[config.mk]
export PLATFORM = sky130hd
export DESIGN_NAME = cellrv32_npu_instruction_issuer
export DESIGN_NICKNAME = d
export VERILOG_FILES = /design/src/rtl/cellrv32_npu_package.sv /design/src/rtl/cellrv32_npu_inst_fifo.sv /design/src/rtl/cellrv32_npu_instruction_issuer.sv
export SDC_FILE = /design/constraint.sdc
export NUM_CORES = 1
export LEC_CHECK = 0
export ABC_AREA = 1
export BUFFER_PORTS_ARGS = -buffer_cell sky130_fd_sc_hd__buf_2
export CAP_MARGIN = 20
export CELL_PAD_IN_SITES_DETAIL_PLACEMENT = 0
export CELL_PAD_IN_SITES_GLOBAL_PLACEMENT = 1
export CORE_MARGIN = 5
export CORE_UTILIZATION = 45
export CTS_CLUSTER_DIAMETER = 40
export CTS_CLUSTER_SIZE = 16
export DETAILED_ROUTE_END_ITERATION = 8
export PLACE_DENSITY = 0.85
export SYNTH_ARGS = -nofsm -noshare
export SYNTH_HDL_FRONTEND = slang
export SYNTH_HIERARCHICAL = 1
export SYNTH_SLANG_ARGS = --single-unit
[constraint.sdc]
create_clock -name clk_i -period 3.5 [get_ports clk_i]
set_input_delay 0.35 -clock clk_i [delete_from_list [all_inputs] [get_ports clk_i]]
set_output_delay 0.35 -clock clk_i [all_outputs]
set_load 0.01 [all_outputs]
[src/rtl/cellrv32_npu_package.sv]
// Shared NPU types: instruction word layout and opcode constants.
package cellrv32_npu_package;

  localparam int OP_CODE_WIDTH = 6;

  localparam logic [OP_CODE_WIDTH-1:0] OPCODE_NOP    = 6'h00;
  localparam logic [OP_CODE_WIDTH-1:0] OPCODE_LOAD   = 6'h08;
  localparam logic [OP_CODE_WIDTH-1:0] OPCODE_MATMUL = 6'h20;
  localparam logic [OP_CODE_WIDTH-1:0] OPCODE_STORE  = 6'h28;

  // 32-bit instruction word: opcode, source/destination scratchpad address, length
  typedef struct packed {
    logic [OP_CODE_WIDTH-1:0] op_code;
    logic [9:0]               src_addr;
    logic [9:0]               dst_addr;
    logic [5:0]               len;
  } instruction_t;

endpackage

[src/rtl/cellrv32_npu_inst_fifo.sv]
// Instruction FIFO: circular storage with read/write pointers and an occupancy count.
// The caller guarantees push only when not full and pop only when not empty.
module cellrv32_npu_inst_fifo
  import cellrv32_npu_package::*;
#(
  parameter int DEPTH = 16
) (
  input  logic                     clk_i,
  input  logic                     rstn_i,
  input  logic                     flush_i,
  input  logic                     push_i,
  input  logic                     pop_i,
  input  instruction_t             wdata_i,
  output instruction_t             rdata_o,
  output logic [$clog2(DEPTH):0]   count_o
);

  localparam int AW = $clog2(DEPTH);
  localparam logic [AW-1:0] LAST = AW'(DEPTH - 1);
  localparam logic [AW:0]   ONE  = {{AW{1'b0}}, 1'b1};

  instruction_t  mem [DEPTH];
  logic [AW-1:0] wr_ptr;
  logic [AW-1:0] rd_ptr;
  logic [AW:0]   count_q;

  // Storage array is not reset; only pointers and count define validity
  always_ff @(posedge clk_i) begin
    if (push_i) mem[wr_ptr] <= wdata_i;
  end

  // Pointer and occupancy bookkeeping, explicit wrap at the last slot
  always_ff @(posedge clk_i or negedge rstn_i) begin
    if (!rstn_i) begin
      wr_ptr  <= '0;
      rd_ptr  <= '0;
      count_q <= '0;
    end else if (flush_i) begin
      wr_ptr  <= '0;
      rd_ptr  <= '0;
      count_q <= '0;
    end else begin
      if (push_i) wr_ptr <= (wr_ptr == LAST) ? '0 : wr_ptr + 1'b1;
      if (pop_i)  rd_ptr <= (rd_ptr == LAST) ? '0 : rd_ptr + 1'b1;
      case ({push_i, pop_i})
        2'b10:   count_q <= count_q + ONE;
        2'b01:   count_q <= count_q - ONE;
        default: count_q <= count_q;
      endcase
    end
  end

  assign rdata_o = mem[rd_ptr];
  assign count_o = count_q;

endmodule

[src/rtl/cellrv32_npu_instruction_issuer.sv]
// Instruction issuer: buffers host-pushed instructions and hands them one per
// cycle to the look-ahead buffer whenever the NPU is enabled and not busy.
module cellrv32_npu_instruction_issuer
  import cellrv32_npu_package::*;
#(
  parameter int FIFO_DEPTH = 16,
  parameter int CNT_WIDTH  = 32
) (
  input  logic                          clk_i,
  input  logic                          rstn_i,
  input  logic                          enable_i,
  input  logic                          inst_busy_i,
  input  instruction_t                  host_inst_i,
  input  logic                          host_we_i,
  input  logic                          flush_i,
  input  logic                          clr_err_i,
  output logic                          host_full_o,
  output logic                          host_empty_o,
  output logic [$clog2(FIFO_DEPTH):0]   host_level_o,
  output logic                          overflow_o,
  output instruction_t                  inst_o,
  output logic                          inst_wr_o,
  output logic [CNT_WIDTH-1:0]          issued_cnt_o
);

  localparam int LW = $clog2(FIFO_DEPTH) + 1;

  logic [LW-1:0] level;
  instruction_t  head;
  logic          full;
  logic          empty;
  logic          issue_en;
  logic          push;
  logic          pop;
  logic          overflow_evt;

  // Status comes straight from the registered count, so host_we_i never
  // reaches the flags combinationally; a push into an empty FIFO therefore
  // cannot be popped on the same edge.
  assign full         = (level == LW'(FIFO_DEPTH));
  assign empty        = (level == '0);
  assign issue_en     = enable_i & ~inst_busy_i;
  assign push         = host_we_i & ~full & ~flush_i;
  assign pop          = issue_en & ~empty & ~flush_i;
  assign overflow_evt = host_we_i & full & ~flush_i;

  cellrv32_npu_inst_fifo #(
    .DEPTH (FIFO_DEPTH)
  ) u_fifo (
    .clk_i   (clk_i),
    .rstn_i  (rstn_i),
    .flush_i (flush_i),
    .push_i  (push),
    .pop_i   (pop),
    .wdata_i (host_inst_i),
    .rdata_o (head),
    .count_o (level)
  );

  // Issue register: follows the consumer's stall gating, flush overrides it
  always_ff @(posedge clk_i or negedge rstn_i) begin
    if (!rstn_i) begin
      inst_o    <= '0;
      inst_wr_o <= 1'b0;
    end else if (flush_i) begin
      inst_o    <= '0;
      inst_wr_o <= 1'b0;
    end else if (issue_en) begin
      if (!empty) begin
        inst_o    <= head;
        inst_wr_o <= 1'b1;
      end else begin
        inst_o    <= '0;
        inst_wr_o <= 1'b0;
      end
    end
  end

  // Issued-instruction counter, wraps naturally at 2^CNT_WIDTH
  always_ff @(posedge clk_i or negedge rstn_i) begin
    if (!rstn_i)  issued_cnt_o <= '0;
    else if (pop) issued_cnt_o <= issued_cnt_o + CNT_WIDTH'(1);
  end

  // Sticky overflow: a new overflow wins over a same-cycle clear; flush leaves it alone
  always_ff @(posedge clk_i or negedge rstn_i) begin
    if (!rstn_i) begin
      overflow_o <= 1'b0;
    end else if (!flush_i) begin
      if (overflow_evt)   overflow_o <= 1'b1;
      else if (clr_err_i) overflow_o <= 1'b0;
    end
  end

  assign host_full_o  = full;
  assign host_empty_o = empty;
  assign host_level_o = level;

endmodule

==> report_table.html <==
<table>
<tr><th>Metric</th><th>Value</th></tr>
<tr><th colspan="2">Synthesis</th></tr>
<tr><td>Top-count cell post-synth</td><td>sky130_fd_sc_hd__nand2_1</td></tr>
<tr><td>Commonest cells post-synth</td><td>sky130_fd_sc_hd__nand2_1, sky130_fd_sc_hd__edfxtp_1, sky130_fd_sc_hd__nor2_1</td></tr>
<tr><td>Biggest area contributors in the synthesized netlist</td><td>sky130_fd_sc_hd__edfxtp_1, sky130_fd_sc_hd__nand2_1, sky130_fd_sc_hd__dfrtp_1</td></tr>
<tr><td>Adder and majority cell fraction of the synthesized area</td><td>less than 1%</td></tr>
<tr><td>Compound-cell area share of the yosys netlist</td><td>approximately 7%</td></tr>
<tr><td>Count of unique library cells instantiated by Yosys</td><td>36</td></tr>
<tr><td>Multiplexer share of the synthesized area</td><td>0%</td></tr>
<tr><td>Number of warning messages in the yosys log</td><td>6</td></tr>
<tr><td>Share of the synthesized area in the top cell type</td><td>63.7%</td></tr>
<tr><td>Synthesized flop and latch total</td><td>between 500 and 600</td></tr>
<tr><td>Gate count of the mapped netlist</td><td>around 2100</td></tr>
<tr><td>Post-Synth Simple-Gate Area</td><td>16.6%</td></tr>
<tr><td>Combinational family with the most area after synthesis</td><td>simple AND/OR/NAND/NOR gates</td></tr>
<tr><td>Post-synthesis xor/xnor area fraction</td><td>0.721%</td></tr>
<tr><td>Post-synth top flop</td><td>sky130_fd_sc_hd__edfxtp_1</td></tr>
<tr><td>Per-instance average area after synthesis</td><td>approximately 12 sq um</td></tr>
<tr><td>Async S/R FF share, synth</td><td>13.4%</td></tr>
<tr><td>Yosys top cell by area</td><td>sky130_fd_sc_hd__edfxtp_1</td></tr>
<tr><td>Number of synthesized flops with an enable pin</td><td>slightly above 500</td></tr>
<tr><td>Total standard cell area after synthesis</td><td>about 0.024 sq mm</td></tr>
<tr><td>Share of synthesized area occupied by flip-flops and latches</td><td>just over 70%</td></tr>
<tr><td>Syn_nets</td><td>roughly 2100</td></tr>
<tr><th colspan="2">Clock tree</th></tr>
<tr><td>Number of clock sinks</td><td>around 590</td></tr>
<tr><td>CTS buffer count</td><td>80</td></tr>
<tr><td>PostCTS Resize Cnt</td><td>0</td></tr>
<tr><td>CTS tree</td><td>built</td></tr>
<tr><td>CTS H-tree lvls</td><td>3</td></tr>
<tr><td>Deepest clock path buffer count</td><td>3</td></tr>
<tr><td>Clock transition at path regs</td><td>around 50 ps</td></tr>
<tr><td>Clock Latency Late Sink</td><td>610 ps</td></tr>
<tr><td>Library cell used as clock root buffer</td><td>sky130_fd_sc_hd__clkbuf_16</td></tr>
<tr><td>Post-CTS Setup Bufs</td><td>0</td></tr>
<tr><th colspan="2">Timing</th></tr>
<tr><td>Slew headroom</td><td>a little over a third</td></tr>
<tr><td>Worst Slack Setup Final</td><td>just over 900 ps</td></tr>
<tr><td>RSZ-0062 raised after global routing</td><td>false</td></tr>
<tr><td>Final count of negative-setup-slack endpoints</td><td>0</td></tr>
<tr><td>Largest clock skew in the final design</td><td>29.4 ps</td></tr>
<tr><td>Top achievable clock speed</td><td>389 MHz</td></tr>
<tr><td>Pins over their slew limit</td><td>0</td></tr>
<tr><td>Hold violation total from the final report</td><td>0</td></tr>
<tr><td>Setup_tns</td><td>0 ps</td></tr>
<tr><td>Final Hold Slack</td><td>45.8 ps</td></tr>
<tr><td>Clock period minus worst slack</td><td>~2600 ps</td></tr>
<tr><td>Slew at the pin with the worst max-slew slack</td><td>approximately 960 ps</td></tr>
<tr><td>Part of the cycle the worst path needs</td><td>73.5%</td></tr>
<tr><th colspan="2">Finish</th></tr>
<tr><td>Final core utilization</td><td>about 54%</td></tr>
<tr><td>Non-filler cells in the finished layout</td><td>around 3000</td></tr>
<tr><td>Layout area overhead</td><td>17.7%</td></tr>
<tr><td>Share of post-route cells with drive strength above 1</td><td>between 10% and 20%</td></tr>
<tr><td>Fin area</td><td>roughly 0.028 sq mm</td></tr>
<tr><td>Net count reported at finish</td><td>2252</td></tr>
<tr><th colspan="2">Drt</th></tr>
<tr><td>Post-DRT Antenna Nets</td><td>0</td></tr>
<tr><td>Detailed Routing Iterations Pass 1</td><td>5</td></tr>
<tr><td>Total Routed Length</td><td>60800 um</td></tr>
<tr><td>Drt initial violations</td><td>1619</td></tr>
<tr><td>Post-detailed-route via-to-cell ratio</td><td>about 5.5</td></tr>
<tr><td># DRC</td><td>0</td></tr>
<tr><td>Vias</td><td>about 16000</td></tr>
<tr><td>Average wire per cell in the routed design</td><td>~21 um</td></tr>
<tr><th colspan="2">Job</th></tr>
<tr><td>Max-cap violations</td><td>0</td></tr>
<tr><th colspan="2">Critical path</th></tr>
<tr><td>Worst reg-to-reg setup slack</td><td>between 900 and 1000 ps</td></tr>
<tr><td>Critical path capture point type</td><td>register</td></tr>
<tr><td>Largest fanout of any net on the critical path</td><td>17</td></tr>
<tr><td>CP arrival</td><td>~2900 ps</td></tr>
<tr><td>Critical path startpoint category</td><td>register</td></tr>
<tr><td>Req. time, crit path</td><td>between 3000 and 4000 ps</td></tr>
<tr><td>Type of the setup path with the least slack</td><td>register to register</td></tr>
<tr><th colspan="2">Floorplanning</th></tr>
<tr><td>Die outline width</td><td>around 240 um</td></tr>
<tr><td>Core region area</td><td>0.0529 sq mm</td></tr>
<tr><td>Die span in y</td><td>242 um</td></tr>
<tr><td>Floorplan die area</td><td>0.0583 sq mm</td></tr>
<tr><td>Site Rows</td><td>84</td></tr>
<tr><td>IO Pins</td><td>approximately 110</td></tr>
<tr><td>Starting utilization of the core area</td><td>between 40% and 50%</td></tr>
<tr><th colspan="2">Pwr</th></tr>
<tr><td>Logic gate share of total power</td><td>just under 6%</td></tr>
<tr><td>Power after layout</td><td>17.5 mW</td></tr>
<tr><td>Static leakage</td><td>about 11 nW</td></tr>
<tr><td>VDD IR max</td><td>0.000529 V</td></tr>
<tr><td>Portion of total power attributed to sequential cells</td><td>45.0%</td></tr>
<tr><td>Share of total power in the clock network</td><td>between 40% and 50%</td></tr>
<tr><td>Switching share of total power</td><td>23.2%</td></tr>
<tr><td>Power density of the placed cells</td><td>616 mW/mm^2</td></tr>
<tr><td>Switching pwr</td><td>between 4 and 5 mW</td></tr>
<tr><td>Internal power component</td><td>between 10 and 15 mW</td></tr>
<tr><th colspan="2">Global route</th></tr>
<tr><td>M3 GR Usage</td><td>approximately 4%</td></tr>
<tr><td>Via count of the first global-routing pass</td><td>16100</td></tr>
<tr><td>GR Layer Usage met2</td><td>around 33%</td></tr>
<tr><td>Most heavily used metal layer in global routing</td><td>met2</td></tr>
<tr><td>GRT Residual Overflow</td><td>0</td></tr>
<tr><td>Initial antenna violation count</td><td>1</td></tr>
<tr><td>Met1 demand-to-capacity share in global routing</td><td>28.1%</td></tr>
<tr><td>Total Routing Usage GR</td><td>20.3%</td></tr>
<tr><td>Pin count of the biggest net entering global routing</td><td>203</td></tr>
<tr><td>Global-route wire length before repair</td><td>approximately 94000 um</td></tr>
<tr><th colspan="2">Placed design</th></tr>
<tr><td>DP Cell Count</td><td>~2800</td></tr>
<tr><td>Routability cong.</td><td>0.818</td></tr>
<tr><td>Port Buffers</td><td>111</td></tr>
<tr><td>Detailed placer's ending HPWL</td><td>33100 um</td></tr>
<tr><td>Post-place instance area</td><td>0.0255 sq mm</td></tr>
<tr><td>Post-place setup slack</td><td>~940 ps</td></tr>
<tr><th colspan="2">Status</th></tr>
<tr><td>Run status</td><td>finished, final reports clean</td></tr>
<tr><th colspan="2">Min path</th></tr>
<tr><td>Class of the tightest hold or removal check</td><td>primary input to register</td></tr>
</table>
metal layers:
metal / part of all wire, % / up-vias
met5: 0 / -
met4: 2.8 / 0
met3: 7.1 / 137
met2: 48 / 620
met1: 42 / 8115
li1: - / 7532
repair_timing:
action                                  CTS  global route
hold buffers                              1             0
hold endpoints to repair                 57             0
endpoints found under the setup margin    0             0
flip-flops by register name (all words and copies together) (netlist names):
name,flops
overflow_o,1
u_fifo/rd_ptr,4
issued_cnt_o,32
u_fifo/count_o,5
u_fifo/wr_ptr,4
inst_wr_o,1
inst_o,32
u_fifo/mem,512
area by class of cell:
type | count | area (sq um)
fill | 4340 | 24500
timing repair buffer | 153 | 1000
multi-input combinational | 1321 | 6080
clock buffer | 91 | 2170
sequential | 591 | 17400
inverter | 58 | 223
antenna | 1 | 2.50
tap | 688 | 861
clock inverter | 58 | 711
final timing paths:
check,start,to,cells after the start
max,u_fifo/count_o[1],u_fifo/mem[13][26],7
min reg2reg,overflow_o,overflow_o,2
max in group asynchronous,rstn_i,issued_cnt_o[12],3
min in group asynchronous,rstn_i,inst_o[4],2
max reg2reg,u_fifo/count_o[1],u_fifo/mem[13][26],7
min,clr_err_i,overflow_o,4
worst max-delay path: stages (launching register included):
cell,delay (ps)
sky130_fd_sc_hd__dfrtp_1,390
sky130_fd_sc_hd__nor2_1,80
sky130_fd_sc_hd__nand3_1,140
sky130_fd_sc_hd__nand3_1,80
sky130_fd_sc_hd__inv_1,200
sky130_fd_sc_hd__nand2_1,290
sky130_fd_sc_hd__nor2_4,730
sky130_fd_sc_hd__buf_4,340
power by group through the flow:
stage | Combinational [mW] | Clock, mW | Sequential, mW
after global placement | 1.01 | 0 | 8.01
after CTS | 1.05 | 8.70 | 7.87
after global routing | 1.16 | 9.01 | 7.88
after detailed placement | 1.04 | 0 | 8.01
after floorplan | 0.592 | 0 | 8.02
final | 1.04 | 8.58 | 7.87
cells in the final DEF (no fill, tap or decap), drive strengths merged, types with 7 or more instances in the layout:
cell type | netlist | layout
ha | 8 | 8
dfrtp | 79 | 79
o211ai | 48 | 48
xnor2 | 10 | 10
nand2 | 600 | 600
buf | 76 | 152
clkbuf | 35 | 91
nand3 | 127 | 127
xor2 | 9 | 9
inv | 56 | 70
o21ai | 171 | 171
bufinv | 0 | 11
nor2 | 255 | 255
nor3 | 7 | 7
clkinv | 2 | 23
a31oi | 64 | 64
clkinvlp | 0 | 12
edfxtp | 512 | 512
logic make-up after synthesis:
logic type	after synthesis
compound gates	293
buf+inv	169
simple gates	1001
xor+xnor	19
fa+ha+maj	8
flops	591
Power figures use the tool's default switching activity.
